--- src/rtl/irq_ctrl.sv ---
// Interrupt request controller: synchronizes and edge-detects request lines,
// latches them as pending, and presents one prioritized request at a time
// to the core's int_sig input with a stable vector index.
module irq_ctrl #(
    parameter int unsigned NUM_SRC     = 4,
    parameter int unsigned SYNC_STAGES = 2,
    parameter int unsigned IDX_W       = $clog2(NUM_SRC)
) (
    input  logic               clk,
    input  logic               rst,
    input  logic [NUM_SRC-1:0] irq_in,
    input  logic [NUM_SRC-1:0] irq_en,
    input  logic               int_ack,
    input  logic               int_done,
    output logic               int_sig,
    output logic [IDX_W-1:0]   vec_idx,
    output logic [NUM_SRC-1:0] pending,
    output logic               busy,
    output logic [7:0]         drop_cnt
);

    typedef enum logic [1:0] {
        StIdle,
        StReq,
        StService
    } state_e;

    state_e             state_q;
    logic [NUM_SRC-1:0] sync_q [SYNC_STAGES];
    logic [NUM_SRC-1:0] prev_q;
    logic [NUM_SRC-1:0] pending_q;
    logic [NUM_SRC-1:0] pending_d;
    logic [NUM_SRC-1:0] edge_det;
    logic [NUM_SRC-1:0] clr_mask;
    logic [NUM_SRC-1:0] req;
    logic [IDX_W-1:0]   win_idx;
    logic               drop;
    logic [7:0]         drop_cnt_q;
    logic               int_sig_q;
    logic [IDX_W-1:0]   vec_idx_q;
    logic               busy_q;

    // Synchronizer chain followed by the prev flop used for edge detection.
    always_ff @(posedge clk) begin
        if (rst) begin
            for (int i = 0; i < SYNC_STAGES; i++) begin
                sync_q[i] <= '0;
            end
            prev_q <= '0;
        end else begin
            sync_q[0] <= irq_in;
            for (int i = 1; i < SYNC_STAGES; i++) begin
                sync_q[i] <= sync_q[i-1];
            end
            prev_q <= sync_q[SYNC_STAGES-1];
        end
    end

    // Edge detect, pending next-state, and drop detection.
    always_comb begin
        edge_det = sync_q[SYNC_STAGES-1] & ~prev_q;
        clr_mask = '0;
        if (state_q == StReq && int_ack) begin
            clr_mask[vec_idx_q] = 1'b1;
        end
        // A new edge on a bit being cleared wins and is not a drop.
        pending_d = (pending_q & ~clr_mask) | edge_det;
        drop      = |(edge_det & pending_q & ~clr_mask);
    end

    // Lowest enabled pending index wins.
    always_comb begin
        req     = pending_q & irq_en;
        win_idx = '0;
        for (int i = NUM_SRC - 1; i >= 0; i--) begin
            if (req[i]) begin
                win_idx = IDX_W'(unsigned'(i));
            end
        end
    end

    // Pending bits and saturating drop counter.
    always_ff @(posedge clk) begin
        if (rst) begin
            pending_q  <= '0;
            drop_cnt_q <= 8'h00;
        end else begin
            pending_q <= pending_d;
            if (drop && drop_cnt_q != 8'hFF) begin
                drop_cnt_q <= drop_cnt_q + 8'h01;
            end
        end
    end

    // Request FSM with registered int_sig, vec_idx and busy.
    always_ff @(posedge clk) begin
        if (rst) begin
            state_q   <= StIdle;
            int_sig_q <= 1'b0;
            vec_idx_q <= '0;
            busy_q    <= 1'b0;
        end else begin
            unique case (state_q)
                StIdle: begin
                    if (|req) begin
                        state_q   <= StReq;
                        int_sig_q <= 1'b1;
                        vec_idx_q <= win_idx;
                    end
                end
                StReq: begin
                    // vec_idx frozen; only the ack moves us on.
                    if (int_ack) begin
                        state_q   <= StService;
                        int_sig_q <= 1'b0;
                        busy_q    <= 1'b1;
                    end
                end
                StService: begin
                    if (int_done) begin
                        state_q <= StIdle;
                        busy_q  <= 1'b0;
                    end
                end
                default: begin
                    state_q   <= StIdle;
                    int_sig_q <= 1'b0;
                    busy_q    <= 1'b0;
                end
            endcase
        end
    end

    assign int_sig  = int_sig_q;
    assign vec_idx  = vec_idx_q;
    assign pending  = pending_q;
    assign busy     = busy_q;
    assign drop_cnt = drop_cnt_q;

endmodule

--- config.mk ---
export PLATFORM = sky130hd
export DESIGN_NAME = irq_ctrl
export DESIGN_NICKNAME = d
export VERILOG_FILES = /design/src/rtl/irq_ctrl.sv
export SDC_FILE = /design/constraint.sdc
export NUM_CORES = 1
export LEC_CHECK = 0
export CELL_PAD_IN_SITES_DETAIL_PLACEMENT = 1
export CELL_PAD_IN_SITES_GLOBAL_PLACEMENT = 1
export CORE_ASPECT_RATIO = 2
export CORE_MARGIN = 2
export CORE_UTILIZATION = 33
export DETAILED_ROUTE_END_ITERATION = 12
export PLACE_DENSITY = 0.8
export RECOVER_POWER = 50
export SYNTH_ARGS = -nofsm -noshare
export SYNTH_HDL_FRONTEND = slang
export SYNTH_SLANG_ARGS = --single-unit
export TNS_END_PERCENT = 100
--- constraint.sdc ---
create_clock -name clk -period 1.6 [get_ports clk]
set_input_delay 0.4 -clock clk [delete_from_list [all_inputs] [get_ports clk]]
set_output_delay 0.4 -clock clk [all_outputs]
set_load 0.005 [all_outputs]
# Yosys cells after proc, flatten, opt, wreduce, memory -nomap -nowiden

Memory sizes are Yosys's and may differ from the RTL's.
Cells that the tools add are included.

Bits in registers: 22
Latch bits: 0
Memory bits (writable): 8
Bits in read-only memories: 0
Input bits: 12
Logic and storage cells: 61
Memories kept: 1

Memory list:

| memory | words | width | rd ports | clocked after memory_dff | wr ports | RTL line | source |
|---|---|---|---|---|---|---|---|
| sync_q | 2     | 4     | 2        | 0                        | 2        | 29       | `logic [NUM_SRC-1:0] sync_q [SYNC_STAGES];` |

$add $sub $neg: 1
$mul: 0
Div/mod/pow operators: 0
$lt $le $gt $ge: 2
Eq/ne operators: 6
Shift-type cells: 0
Muxes and demuxes: 22
Bitwise operators: 12
Reduce and logical (&&, ||, !) cells: 10

Operators with widths:

| operator                                                                      | count |
|---|---|
| 4-bit bitwise AND                                                             | 5 |
| 2-bit two-way mux                                                             | 7 |
| 4-bit two-way mux                                                             | 3 |
| 3-bit AND reduction                                                           | 3 |
| 8-bit by 1-bit adder with 8-bit output (second input constant)                | 1 |
| 1-bit two-way mux                                                             | 8 |
| 8-bit inequality test (second input constant)                                 | 1 |
| 4-bit inverter                                                                | 2 |
| 4-bit OR reduction                                                            | 2 |
| 2-bit inequality test (second input constant)                                 | 3 |
| 1-bit case mux with 3 select lines                                            | 2 |
| 2-bit case mux with 3 select lines                                            | 1 |
| 4-bit bitwise OR                                                              | 1 |
| 1-bit logical AND                                                             | 3 |
| 2-bit by 3-bit less-than comparator with 1-bit output (second input constant) | 1 |
| 1-bit demux with 2-bit select                                                 | 1 |
| 2-bit by 1-bit equality test with 1-bit output (second input constant)        | 1 |
| 2-bit equality test (second input constant)                                   | 1 |
| 2-bit by 1-bit >= comparator with 1-bit output (second input constant)        | 1 |
| 2-bit zero test                                                               | 1 |
| 1-bit inverter                                                                | 2 |
| 1-bit bitwise OR                                                              | 2 |
| 2-bit AND reduction                                                           | 1 |

# Depth between registers and ports, before layout

Depth in word-level cells: 9
Mapped depth: 8
Depth with buffers taken out: 6

# Least setup slack after synthesis

OpenSTA, ideal clock, no wires.

Path kind: register to register
From: reg state_q[1]
To: reg drop_cnt_q[6], in the netlist drop_cnt[6]
Arrival time: 1.472 ns
Path slack: 0.007 ns
Stages on the path, launching flop included: 8
Clock period less this slack: 1.593 ns
Cell sequence: dfxtp_1 -> buf_4 -> o41ai_2 -> o22ai_1 -> nor2_2 -> buf_6 -> nor2_1 -> mux2_4

Longest elaborated chain between the ends: 7

RTL lines:

| item                                           | RTL line | source |
|---|---|---|
| start, declared                                | 28       | `state_e state_q;` |
| start signal, assigned                         | 98       | `state_q <= StIdle;` |
| start signal, assigned                         | 106      | `state_q <= StReq;` |
| start signal, assigned                         | 114      | `state_q <= StService;` |
| 2-bit by 1-bit equality test with 1-bit output | 63       | `if (state_q == StReq && int_ack) begin` |
| 1-bit logical AND                              | 63       |  |
| 4-bit two-way mux                              | 63       |  |
| 4-bit inverter                                 | 68       | `drop = \|(edge_det & pending_q & ~clr_mask);` |
| 4-bit bitwise AND                              | 68       |  |
| 4-bit OR reduction                             | 68       |  |
| 1-bit logical AND                              | 89       | `if (drop && drop_cnt_q != 8'hFF) begin` |
| end signal, assigned                           | 90       | `drop_cnt_q <= drop_cnt_q + 8'h01;` |
| end, declared                                  | 38       | `logic [7:0] drop_cnt_q;` |

No other way between the ends.
A chain may end at the register's enable or synchronous reset.

# Final worst setup path

From: reg vec_idx_q[1], in the netlist vec_idx[1]
To: reg drop_cnt_q[6], in the netlist drop_cnt[6]

Longest elaborated chain between the ends: 9

RTL lines:

| item                                                                                                                                                 | RTL line | source |
|---|---|---|
| start, declared                                                                                                                                      | 40       | `logic [IDX_W-1:0] vec_idx_q;` |
| start signal, assigned                                                                                                                               | 108      | `vec_idx_q <= win_idx;` |
| 2-bit by 3-bit less-than comparator with 1-bit output (not written as such) / 2-bit by 1-bit >= comparator with 1-bit output (equally long branches) | 64       | `clr_mask[vec_idx_q] = 1'b1;` |
| 1-bit logical AND (not written as such)                                                                                                              | 64       |  |
| 1-bit two-way mux (not written as such)                                                                                                              | 64       |  |
| 1-bit demux with 2-bit select *                                                                                                                      | 64       |  |
| 4-bit two-way mux *                                                                                                                                  | 63       |  |
| 4-bit inverter *                                                                                                                                     | 68       |  |
| 4-bit bitwise AND *                                                                                                                                  | 68       |  |
| 4-bit OR reduction *                                                                                                                                 | 68       |  |
| 1-bit logical AND *                                                                                                                                  | 89       |  |

Mark *: on every way between the ends. The rest lies on a longest branch, timed or not.

==> metrics <==
status=finished, violations left; failing checks=negative setup slack; Critical-path top delay cell=o41ai_4; Worst Path Required=1.78 ns; CP peak stage delay=0.39 ns; sequential share of the synthesized area=49.8%; vias=1,108; commonest non-fill, non-tap cell in the layout=clkdlybuf4s50_1; WL per Instance=15.7 um; element type at the critical path end=flop; VDD IR-drop max=0.584 mV; Post-Syn Nets=142; Die Ht=89.5 um; initial core utilization=33.8%; crit-path cells=o41ai_4 > o22ai_2 > nor2_4 > buf_6 > nor2_1 > mux2_4; Hold Crit Start=sync_q[0][1]; worst hold path endpoint=sync_q[0][5]; RSZ-0062 raised after global routing=true; final worst slack=-0.0254 ns; via/cell ratio=4.82; number of inserted diodes=0; Worst-Margin Slew=0.494 ns; Routed WL=3610 um; final core occ=53.6%; unique cell type count in the Yosys netlist=34; nets@finish=193; CP max FO=5; max-cap violations=0; Leak=0.773 nW; CTS tree=yes; initial antenna violation count=0; cells after synthesis=129; post-synthesis to final-layout area growth=58.5%; internal power=0.00123 W; ANT nets after route=0; Inserted Clock Buffers=5; Arr. time, crit path=1.80 ns; Clock power frac=39.4%; largest net degree at the start of global routing=26; Overall Global Routing Usage=18.3%; H-tree depth=2; relative slew slack=67.1%; first-pass GRT wire length=5200 um; share of cells above drive strength 1=37.0%; Final Wtd Congestion=0.848; yosys warns=0; FILL cells=425; Die Span X=46.8 um; Sw Share=25.2%; part of the power in registers=48.6%; Core Area=3570 um2; final hold viol count=0; clk buf depth=2; total power=0.00164 W; RR Endpoint=drop_cnt[6]; Final Max Slew Viols=0; vias in the first global route=1,175; reg2reg start=vec_idx[1]; Final Cycle Share=102%; post-layout min period=1.63 ns; register bit total from synthesis=30; clock root cell=clkbuf_8; IO buf count=27; hold path depth=1; most frequent cells in the layout=clkdlybuf4s50_1, buf_4, nor2b_1, dfxtp_1, a21oi_1; NetSw=0.000414 W; CP Launch Type=flop; Power Dens Cells=860 nW/um2; flip-flop and latch area=634 um2; Peak Freq=615 MHz; Hold Path Class=reg -> reg; latest clock arrival within the worst-skew pair=0.29 ns; die area=4180 um2; post-synthesis cell area=1210 um2; worst-case reg-to-reg path depth=6; final setup skew=0.00943 ns; Residual DRC=0; Multi-input gate area=676 um2; # IOs=28; drt pass-1 iters=4; gr ovfl total=0; Comb power frac=12.0%; DRT iter0 DRCs=9; final setup vio count=3; critical path class=reg -> reg; HPWL Detailed=2430 um; CTS sink count=30; # rows=31; CP Launch Point=vec_idx[1]; R2R Setup Slk=-0.03 ns; Worst-path clk slew=0.07 ns; syn avg cell area=9.35 um2
==> routing by layer <==
layer  up-vias  part of all wire, %  global-route usage [%]
met1       526                   31                    14.7
li1        546                    -                       -
met2        28                   62                    36.1
met5         -                    0                       0
met3         8                  3.8                    4.24
met4         0                  3.4                    10.6
==> final cells by class <==
cell class              count  share of cell area [%]
repair buffers             49                    23.1
inverters                   1                   0.196
well taps                  49                    3.21
multi-input cells          93                    35.3
clock buffers               6                    4.32
flip-flops and latches     30                    33.2
clock inverters             2                   0.654
==> cells by family after synthesis <==
logic type | Yosys count | synth area share [%]
adder cells (fa/ha/maj) | 1 | 1.04
multiplexers | 4 | 4.25
AND/OR/NAND/NOR | 57 | 25.5
buffers and inverters | 6 | 2.80
AO/OA/AOI/OAI | 31 | 16.6
flip-flops | 30 | 49.8
==> how the worst max path moves through the flow <==
stage,endpoint,slack [ns],depth (start not counted)
floorplan,drop_cnt[6],0.007,7
global placement,drop_cnt[6],-0.52,8
detailed placement,drop_cnt[6],-0.55,8
CTS,drop_cnt[6],-0.04,6
global route,drop_cnt[6],-0.11,6
finish,drop_cnt[6],-0.03,6
==> metrics by stage <==
| step | setup TNS [ns] | worst slack, ns | instances | hold slack (ns) | cell area (um2) |
|---|---|---|---|---|---|
| 2_1_floorplan | 0 | 0.00651 | 129 | 0.414 | 1210 |
| 3_3_place_gp | -3.92 | -0.521 | 216 | 0.417 | 1640 |
| 4_1_cts | -0.0904 | -0.0440 | 225 | 0.446 | 1780 |
| 6_report | -0.0394 | -0.0254 | 230 | 0.437 | 1910 |
| 3_5_place_dp | -4.48 | -0.552 | 216 | 0.428 | 1640 |
| 5_1_grt | -0.632 | -0.111 | 230 | 0.472 | 1910 |
==> power by group through the flow <==
stage	registers [W]	clock network, W	logic (W)
5_1_grt	0.000801	0.000705	0.000216
6_report	0.000799	0.000648	0.000197
2_1_floorplan	0.000811	0	0.0000676
4_1_cts	0.000798	0.000668	0.000180
3_3_place_gp	0.000812	0	0.000168
3_5_place_dp	0.000814	0	0.000177
==> flip-flops by register name, indices dropped and copies added, names as in the netlist <==
register  count
sync_q        8
state_q       2
drop_cnt      8
prev_q        4
busy          1
pending       4
vec_idx       2
int_sig       1
==> critical path, delay by kind of cell (launching register included) <==
kind	cells	cell delay (ns)
and+or+nand+nor	2	0.19
muxes	1	0.29
buffers and inverters	1	0.14
DFF	1	0.38
AOI/OAI and AO/OA	2	0.52
==> what timing repair did <==
action | in CTS | in global routing
buffers inserted | 1 | 4
resized for setup | 23 | 29
gates cloned | 0 | 1
hold buffers | 0 | 0
endpoints found under the setup margin | 19 | 15
pin swaps | 3 | 6
==> synth_stat cells <==
| library cell | count | area, um2 |
|---|---|---|
| and2_1 | 1 | 6.26 |
| a22o_1 | 1 | 8.76 |
| nand4_1 | 1 | 6.26 |
| mux2i_1 | 1 | 10.0 |
| nor4_1 | 1 | 6.26 |
| nand2_1 | 10 | 37.5 |
| o41ai_2 | 1 | 16.3 |
| nor3_1 | 1 | 5.00 |
| or3_1 | 3 | 18.8 |
| nor2_2 | 1 | 6.26 |
| ha_1 | 1 | 12.5 |
| buf_6 | 1 | 11.3 |
| inv_1 | 1 | 3.75 |
| nand2_2 | 1 | 6.26 |
| mux2_4 | 2 | 30.0 |
| dfxtp_1 | 30 | 601 |
| nand2b_1 | 7 | 43.8 |
| mux2_2 | 1 | 11.3 |
| nand3_1 | 3 | 15.0 |
| nor2_1 | 9 | 33.8 |
| clkbuf_1 | 2 | 7.51 |
| o22ai_1 | 2 | 12.5 |
| a211oi_1 | 1 | 7.51 |
| nor3_2 | 1 | 10.0 |
| a21oi_1 | 14 | 70.1 |
| buf_4 | 1 | 7.51 |
| a32oi_1 | 1 | 8.76 |
| buf_1 | 1 | 3.75 |
| nor2b_1 | 16 | 100 |
| o31ai_2 | 2 | 25.0 |
| a211o_1 | 1 | 8.76 |
| and3_1 | 2 | 12.5 |
| o21ai_0 | 7 | 35.0 |
| o21a_1 | 1 | 7.51 |
Power figures use the tool's default switching activity.
